$ cat src/rtl/bus_stall_pkg.sv
// Shared types and default sizing for the bus stall controller.
package bus_stall_pkg;

   localparam int BSC_CMD_W_DEF  = 4;
   localparam int BSC_NUM_CH_DEF = 2;
   localparam int BSC_CNT_W_DEF  = 4;

   typedef enum logic [1:0] {
      ST_IDLE   = 2'd0,
      ST_ACTIVE = 2'd1,
      ST_STALL  = 2'd2
   } state_e;

endpackage

$ cat src/rtl/bus_stall_ctrl_rr_arbiter.sv
// Round-robin arbiter: one-hot grant searching from the channel after the
// last one advanced on; channel 0 has first priority after reset.
module rr_arbiter #(
   parameter int NUM_CH = 2
) (
   input  logic              clk,
   input  logic              rst_,
   input  logic [NUM_CH-1:0] req,
   input  logic              advance,
   output logic [NUM_CH-1:0] gnt
);

   localparam int IDX_W = (NUM_CH > 1) ? $clog2(NUM_CH) : 1;

   logic [IDX_W-1:0] last_q, last_d;
   logic             found;
   int unsigned      idx;

   // Pick the first requesting channel after last_q, wrapping around.
   always_comb begin
      gnt    = '0;
      found  = 1'b0;
      last_d = last_q;
      idx    = 0;
      for (int unsigned k = 1; k <= 32'(NUM_CH); k++) begin
         idx = (32'(last_q) + k) % 32'(NUM_CH);
         for (int unsigned i = 0; i < 32'(NUM_CH); i++) begin
            if (!found && (i == idx) && req[i]) begin
               gnt[i] = 1'b1;
               found  = 1'b1;
               last_d = IDX_W'(i);
            end
         end
      end
   end

   // Pointer to the last granted channel; reset points at the top channel so
   // the search starts at channel 0.
   always_ff @(posedge clk) begin
      if (rst_) begin
         last_q <= IDX_W'(NUM_CH - 1);
      end else if (advance && found) begin
         last_q <= last_d;
      end
   end

endmodule

$ cat src/rtl/bus_stall_ctrl.sv
// Bus stall controller: grants one requesting channel round-robin, holds its
// command while busy, and flags a stall after stall_limit active cycles.
// Optional macro BUS_STALL_CTRL_PERF_EN adds a saturating stall_events count.
module bus_stall_ctrl
   import bus_stall_pkg::*;
#(
   parameter int CMD_W  = BSC_CMD_W_DEF,
   parameter int NUM_CH = BSC_NUM_CH_DEF,
   parameter int CNT_W  = BSC_CNT_W_DEF
) (
   input  logic                    clk,
   input  logic                    rst_,
   input  logic [NUM_CH-1:0]       en,
   input  logic [NUM_CH*CMD_W-1:0] cmd,
   input  logic                    done,
   input  logic [CNT_W-1:0]        stall_limit,
   output logic [NUM_CH-1:0]       grant,
   output logic [CMD_W-1:0]        cmd_out,
   output logic                    busy,
`ifdef BUS_STALL_CTRL_PERF_EN
   output logic [15:0]             stall_events,
`endif
   output logic                    stall
);

   state_e            state_q, state_d;
   logic [NUM_CH-1:0] grant_q, grant_d;
   logic [CMD_W-1:0]  cmd_out_q, cmd_out_d;
   logic [CNT_W-1:0]  cnt_q, cnt_d;
   logic [NUM_CH-1:0] arb_gnt;
   logic              arb_adv;
   logic              limit_hit;

   assign arb_adv   = (state_q == ST_IDLE) && (|en);
   // >= rather than == keeps cnt from running past a limit lowered mid-command.
   assign limit_hit = (cnt_q >= stall_limit);

   rr_arbiter #(
      .NUM_CH(NUM_CH)
   ) u_arb (
      .clk    (clk),
      .rst_   (rst_),
      .req    (en),
      .advance(arb_adv),
      .gnt    (arb_gnt)
   );

   // Next-state logic: grant in IDLE, count in ACTIVE, done overrides stall.
   always_comb begin
      state_d   = state_q;
      grant_d   = grant_q;
      cmd_out_d = cmd_out_q;
      cnt_d     = cnt_q;
      case (state_q)
         ST_IDLE: begin
            if (|en) begin
               state_d = ST_ACTIVE;
               grant_d = arb_gnt;
               cnt_d   = '0;
               for (int unsigned i = 0; i < 32'(NUM_CH); i++) begin
                  if (arb_gnt[i]) cmd_out_d = cmd[i*CMD_W +: CMD_W];
               end
            end
         end
         ST_ACTIVE: begin
            if (done) begin
               state_d = ST_IDLE;
               grant_d = '0;
               cnt_d   = '0;
            end else if (limit_hit) begin
               state_d = ST_STALL;
            end else begin
               cnt_d = cnt_q + 1'b1;
            end
         end
         ST_STALL: begin
            if (done) begin
               state_d = ST_IDLE;
               grant_d = '0;
               cnt_d   = '0;
            end
         end
         default: begin
            state_d = ST_IDLE;
            grant_d = '0;
            cnt_d   = '0;
         end
      endcase
   end

   // State and datapath registers.
   always_ff @(posedge clk) begin
      if (rst_) begin
         state_q   <= ST_IDLE;
         grant_q   <= '0;
         cmd_out_q <= '0;
         cnt_q     <= '0;
      end else begin
         state_q   <= state_d;
         grant_q   <= grant_d;
         cmd_out_q <= cmd_out_d;
         cnt_q     <= cnt_d;
      end
   end

   assign grant   = grant_q;
   assign cmd_out = cmd_out_q;
   assign busy    = (state_q != ST_IDLE);
   assign stall   = (state_q == ST_STALL);

`ifdef BUS_STALL_CTRL_PERF_EN
   logic [15:0] stall_events_q;

   // Count ACTIVE->STALL transitions, saturating at all-ones.
   always_ff @(posedge clk) begin
      if (rst_) begin
         stall_events_q <= '0;
      end else if ((state_q == ST_ACTIVE) && !done && limit_hit &&
                   (stall_events_q != '1)) begin
         stall_events_q <= stall_events_q + 16'd1;
      end
   end

   assign stall_events = stall_events_q;
`endif

endmodule

$ cat config.mk
export PLATFORM = sky130hd
export DESIGN_NAME = bus_stall_ctrl
export DESIGN_NICKNAME = d
export VERILOG_FILES = /design/src/rtl/bus_stall_pkg.sv /design/src/rtl/bus_stall_ctrl_rr_arbiter.sv /design/src/rtl/bus_stall_ctrl.sv
export SDC_FILE = /design/constraint.sdc
export NUM_CORES = 1
export LEC_CHECK = 0
export CORE_MARGIN = 3
export CORE_UTILIZATION = 40
export DETAILED_ROUTE_END_ITERATION = 8
export PLACE_DENSITY = 0.81
export SKIP_CTS_REPAIR_TIMING = 1
export SYNTH_ARGS = -nofsm -noshare
export SYNTH_HDL_FRONTEND = slang
export SYNTH_SLANG_ARGS = --single-unit
$ cat constraint.sdc
create_clock -name clk -period 1.77 [get_ports clk]
set_clock_uncertainty 0.2 [all_clocks]
set_input_delay 0.354 -clock clk [delete_from_list [all_inputs] [get_ports clk]]
set_output_delay 0.354 -clock clk [all_outputs]
set_load 0.03 [all_outputs]
=== After elaboration in Yosys (flattened, before gate mapping) ===
Index checks and enable logic that the tools add are counted.

* Register bits: 13
* Bits in latches: 0
* Bits in writable memories: 0
* Bits in read-only memories: 0
* Input bits: 17
* Output and inout port bits: 8
* Logic and storage cells: 66
* Memories kept: 0

* Add/subtract/negate cells: 3
* Multipliers: 0
* Divide/modulo/power cells: 0
* Magnitude comparators: 1
* Equality and inequality tests: 7
* Shift operators: 0
* Muxes and demuxes: 25
* Bitwise operators: 0
* Reductions and logical operators: 25

{| class="wikitable"
|+ Operators with widths
! operator !! number
|-
| logical NOT 32 bit || 2
|-
| two-way mux 4 bit || 6
|-
| case mux 4 bit (3 select lines) || 1
|-
| two-way mux 1 bit || 11
|-
| two-way mux 2 bit || 5
|-
| logical AND 1 bit || 9
|-
| AND reduction 3 bit || 3
|-
| inequality test 3 bit, second input constant || 2
|-
| case mux 2 bit (3 select lines) || 1
|-
| adder 4 x 1 -> 4 bit, second input constant || 1
|-
| >= comparator 4 bit || 1
|-
| inequality test 2 x 1 -> 1 bit, second input constant || 2
|-
| case mux 2 bit (2 select lines) || 1
|-
| AND reduction 2 bit || 2
|-
| nonzero test 2 bit || 2
|-
| nonzero test 4 bit || 1
|-
| OR reduction 2 bit || 2
|-
| logical NOT 1 bit || 3
|-
| adder 1 bit, second input constant || 2
|-
| == test 2 x 1 -> 1 bit, second input constant || 1
|-
| == test 2 bit, second input constant || 1
|-
| logical NOT 2 bit || 1
|-
| inequality test 2 bit, second input constant || 1
|}

=== Logic depth before layout (Yosys ltp) ===
* Depth after elaboration: 18
* Depth in mapped cells: 7
* Depth with buffers taken out: 6

=== By module ===
From an unflattened synthesis, not the netlist that was laid out.

* Cells, all modules: 104
* Area total of the unflattened synthesis: 917.1 µm²

{| class="wikitable"
|+ By module, submodules not included
! module !! times used !! cells each !! area each (µm²) !! seq. area each (µm²)
|-
| bus_stall_ctrl || 1 || 97 || 855.8 || 240.2
|-
| rr_arbiter || 1 || 7 || 61.3 || 20.0
|}

=== Worst setup path before layout ===
Ideal clock, no wire load.

* Path kind: register to register
* Start: register state_q[0]
* End: register cnt_q[1]
* Setup time: 0.092 ns
* Arrival time: 1.693 ns
* Required time: 1.478 ns
* Setup slack: -0.215 ns
* Cell stages (with the launch flop): 8
* Buffers on the path: 1
* Period minus slack after synthesis: 1.985 ns
* Cell sequence: dfxtp_1 > inv_1 > ha_1 > and2b_4 > or2_1 > clkbuf_2 > a2111o_1 > o32ai_1

* Cells in the longest elaborated chain, start to end: 3
* Elaborated cells between the ends (all ways): 8
* Classes of those cells: 5 x eq/ne; 1 x mux; 2 x reduce/logical

{| class="wikitable"
|+ RTL lines
! what !! line !! text
|-
| start: declaration || bus_stall_ctrl.sv:26 || <nowiki>state_e state_q, state_d;</nowiki>
|-
| start signal: assignment || bus_stall_ctrl.sv:99 || <nowiki>state_q <= state_d;</nowiki>
|-
| == test 2 bit * || - ||
|-
| net stall || bus_stall_ctrl.sv:23 || <nowiki>output logic stall</nowiki>
|-
| inequality test 2 bit (no source line) || - ||
|-
| AND reduction 3 bit (no source line) || - ||
|-
| end signal: assignment || bus_stall_ctrl.sv:102 || <nowiki>cnt_q <= cnt_d;</nowiki>
|-
| end: declaration || bus_stall_ctrl.sv:29 || <nowiki>logic [CNT_W-1:0] cnt_q, cnt_d;</nowiki>
|}

Mark *: on every way through the listed nets, which the timed path passes. The rest lies on a longest branch.
A chain may end at the register's enable or synchronous reset.

=== Worst setup path after layout ===
* Start: register state_q[0]
* End: register state_q[0]

* Cells in the longest elaborated chain, start to end: 3
* Elaborated cells between the ends (all ways): 8
* Classes of those cells: 5 x eq/ne; 1 x mux; 2 x reduce/logical

{| class="wikitable"
|+ RTL lines
! what !! line !! text
|-
| == test 2 x 1 -> 1 bit (tied with other cells) || bus_stall_ctrl.sv:54 || <nowiki>case (state_q)</nowiki>
|-
| inequality test 3 bit (no source line) (tied with other cells) || - ||
|-
| AND reduction 3 bit (no source line) || - ||
|}

Several ways; a longest one is shown, not always the timed one.

==> results by group <==
Drt
  • Drt first pass iters: 4
  • DRT antenna net count: 0
  • DRC Markers: 0
  • Final wirelength: 3.88 mm
  • Drt wl/cell: 20.9 um
  • Routed vias: 1141
  • Initial DRC Count: 85
  • Vias per cell: 6.17

Worst setup path
  • Critical Path AT: 1.88 ns
  • Critical Path Stages: 6
  • Crit path buf inv count: 2
  • Worst setup SP type: flop
  • R2R cell count: 6
  • Crit path max fanout: 5
  • Critical path, cell by cell: inv_4 -> ha_4 -> and2b_4 -> or2_4 -> buf_6 -> o41ai_2
  • Delay-heaviest family, CP: simple AND/OR/NAND/NOR gates
  • Crit path kind: flop to flop
  • Worst EP required: 1.74 ns
  • Slowest-stage cell, CP: dfxtp_4
  • Crit end category: flop
  • Slowest stage delay, CP: 0.41 ns

CTS
  • CTS buffer count: 3
  • Max clock buf depth: 2
  • Root buffer cell: clkbuf_4
  • Clock Latency Late Sink: 0.29 ns
  • CTS H-Tree Depth: 1
  • CTS tree: yes
  • Clock transition at path regs: 0.10 ns
  • CTS sink cnt: 13

Yosys
  • Post-Syn Instances: 105
  • Synthesized Nets: 130
  • Synth async-reset ratio: 0%
  • Synthesized cell area: 883 sq um
  • Yosys reg bits: 13
  • Syn. warnings: 0
  • Avg Synthesized Cell Area: 8.41 sq um
  • Post-synth EDFFs: 0
  • Register area share after synthesis: 29.5%
  • Post-synth top flop: dfxtp_1
  • Post-synth cell types: 40

Finish
  • Share of cells above drive strength 1: 44.3%
  • Synthesis-to-layout area growth: 83.0%
  • Ant diodes: 0
  • Nets@finish: 184
  • Core Util, Final: 80.0%

Floorplan
  • Die width: 53.0 um
  • Boundary Pins: 25
  • Initial Utilization: 43.7%
  • Core Area: 0.00202 sq mm
  • DIE AREA: 0.00281 sq mm
  • Die height: 53.0 um
  • Rows: 16

Placement
  • DP Worst Slack: -0.531 ns
  • Routability Congestion: 0.833
  • DP HPWL: 1.91 mm
  • Port bufs: 24

Pwr
  • Power Total: 1.05 mW
  • Internal power: 0.649 mW
  • Comb power frac: 47.2%
  • P_leak: 0.777 nW
  • Clock power share: 19.3%
  • Psw: 0.400 mW
  • VDD IR max: 0.455 mV
  • Net switching share of the total power: 38.1%
  • PwrDens: 649 mW/mm^2
  • Seq pwr share: 33.5%

Flow run
  • Max-Cap Viols: 0

Timing
  • Slew Limit Fails: 0
  • RSZ-0062 raised after global routing: yes
  • Slew @ Worst Pin: 0.435 ns
  • Final Critical Period: 1.91 ns
  • Finish-stage setup viols: 7
  • Final worst slack: -0.139 ns
  • Final period util: 108%
  • Worst hold slack: 0.331 ns
  • Slew HR: 70.8%
  • Max frequency: 0.524 GHz
  • Hold Violations, Final: 0

GRT
  • Met1 Use GR: 23.4%
  • GRT Total Usage: 18.6%
  • First-pass GRT wire length: 3.77 mm
  • GR Util met2: 30.0%
  • Initial antenna violation count: 0
  • Vias in the first global route: 863
  • GR Layer Usage met3: 3.38%
  • Busiest layer in global routing: met2
  • GRT overflow: 0
  • Largest net degree at the start of global routing: 10

Outcome
  • Violated checks: negative setup slack
  • Status: complete, but fails checks

Min path
  • Hold path depth: 2
  • Hold Path Class: flop to flop
-- synth_stat cells, types with 2 or more instances --
master	n	area [sq um]
o21ai_0	2	10.0
a21oi_1	3	15.0
a21boi_0	2	15.0
dfxtp_1	13	260
a211o_1	2	17.5
nand2_1	3	11.3
mux2i_1	4	40.0
a32oi_1	2	17.5
nor3b_1	3	22.5
ha_1	8	100
nor2_1	9	33.8
clkbuf_1	2	7.51
inv_1	13	48.8
nor4b_1	2	17.5
nor3_1	3	15.0
nand3_1	6	30.0
and3_1	2	12.5
a211oi_1	4	30.0
-- flip-flops by register name, indices dropped and copies added, names as in the netlist --
| register | flops |
|---|---|
| cmd_out | 4 |
| grant | 2 |
| u_arb.last_q | 1 |
| cnt_q | 4 |
| state_q | 2 |
-- metal layers --
metal | share of wire, % | vias to the layer above
met1 | 39 | 524
li1 | - | 496
met2 | 47 | 92
met4 | 5.4 | 0
met5 | 0 | -
met3 | 9.3 | 29
-- power groups by stage --
stage | registers (mW) | logic [mW] | clock network [mW]
floorplan | 0.382 | 0.171 | 0
global placement | 0.346 | 0.367 | 0
detailed placement | 0.347 | 0.376 | 0
CTS | 0.340 | 0.378 | 0.203
global route | 0.353 | 0.516 | 0.216
finish | 0.351 | 0.495 | 0.203
-- layout make-up --
class | count | area, sq um
clock buffers | 4 | 26.3
fillers | 125 | 405
inverters | 13 | 56.3
multi-input cells | 75 | 734
flip-flops and latches | 13 | 270
well taps | 27 | 33.8
repair buffers | 53 | 495
-- through the flow --
stage                     setup TNS [ns]  area [sq um]  std cells
after floorplan                   -0.169           916        105
after global placement             -2.98          1340        176
after detailed placement           -3.56          1340        176
after CTS                          -1.55          1370        180
after global routing              -0.914          1620        185
final                             -0.650          1620        185
-- cell families after synthesis --
family                   synth area share [%]
buffers and inverters                    8.22
adder cells (fa/ha/maj)                  11.3
AND/OR/NAND/NOR                          21.4
multiplexers                             4.53
flip-flops                               29.5
AO/OA/AOI/OAI                            25.1
-- worst paths after layout --
path / from / to / slack (ns)
hold / removal: cmd_out[1]$_SDFFE_PP0P_ / cmd_out[1]$_SDFFE_PP0P_ / 0.33
setup reg to reg: state_q[0]$_SDFFE_PP0P_ / state_q[0]$_SDFFE_PP0P_ / -0.14
hold reg to reg: cmd_out[1]$_SDFFE_PP0P_ / cmd_out[1]$_SDFFE_PP0P_ / 0.33
setup / recovery: state_q[0]$_SDFFE_PP0P_ / state_q[0]$_SDFFE_PP0P_ / -0.14
-- cell usage in the layout (no fill, tap or decap), drive strengths merged, types with 3 or more instances in the layout --
master,n
a211oi,4
clkdlybuf4s50,11
clkbuf,4
a21oi,3
ha,8
a21boi,3
inv,13
mux2i,4
buf,31
dfxtp,13
nor3b,3
o21ai,3
nand2,3
nor3,3
nor2,9
nand3,6
dlymetal6s2s,11
-- worst min-delay path, delay by kind of cell (launching register included) --
family,cells,cell delay (ns)
and+or+nand+nor,1,0.11
AOI/OAI and AO/OA,1,0.06
DFF,1,0.32
(Power assumes the default switching activity.)
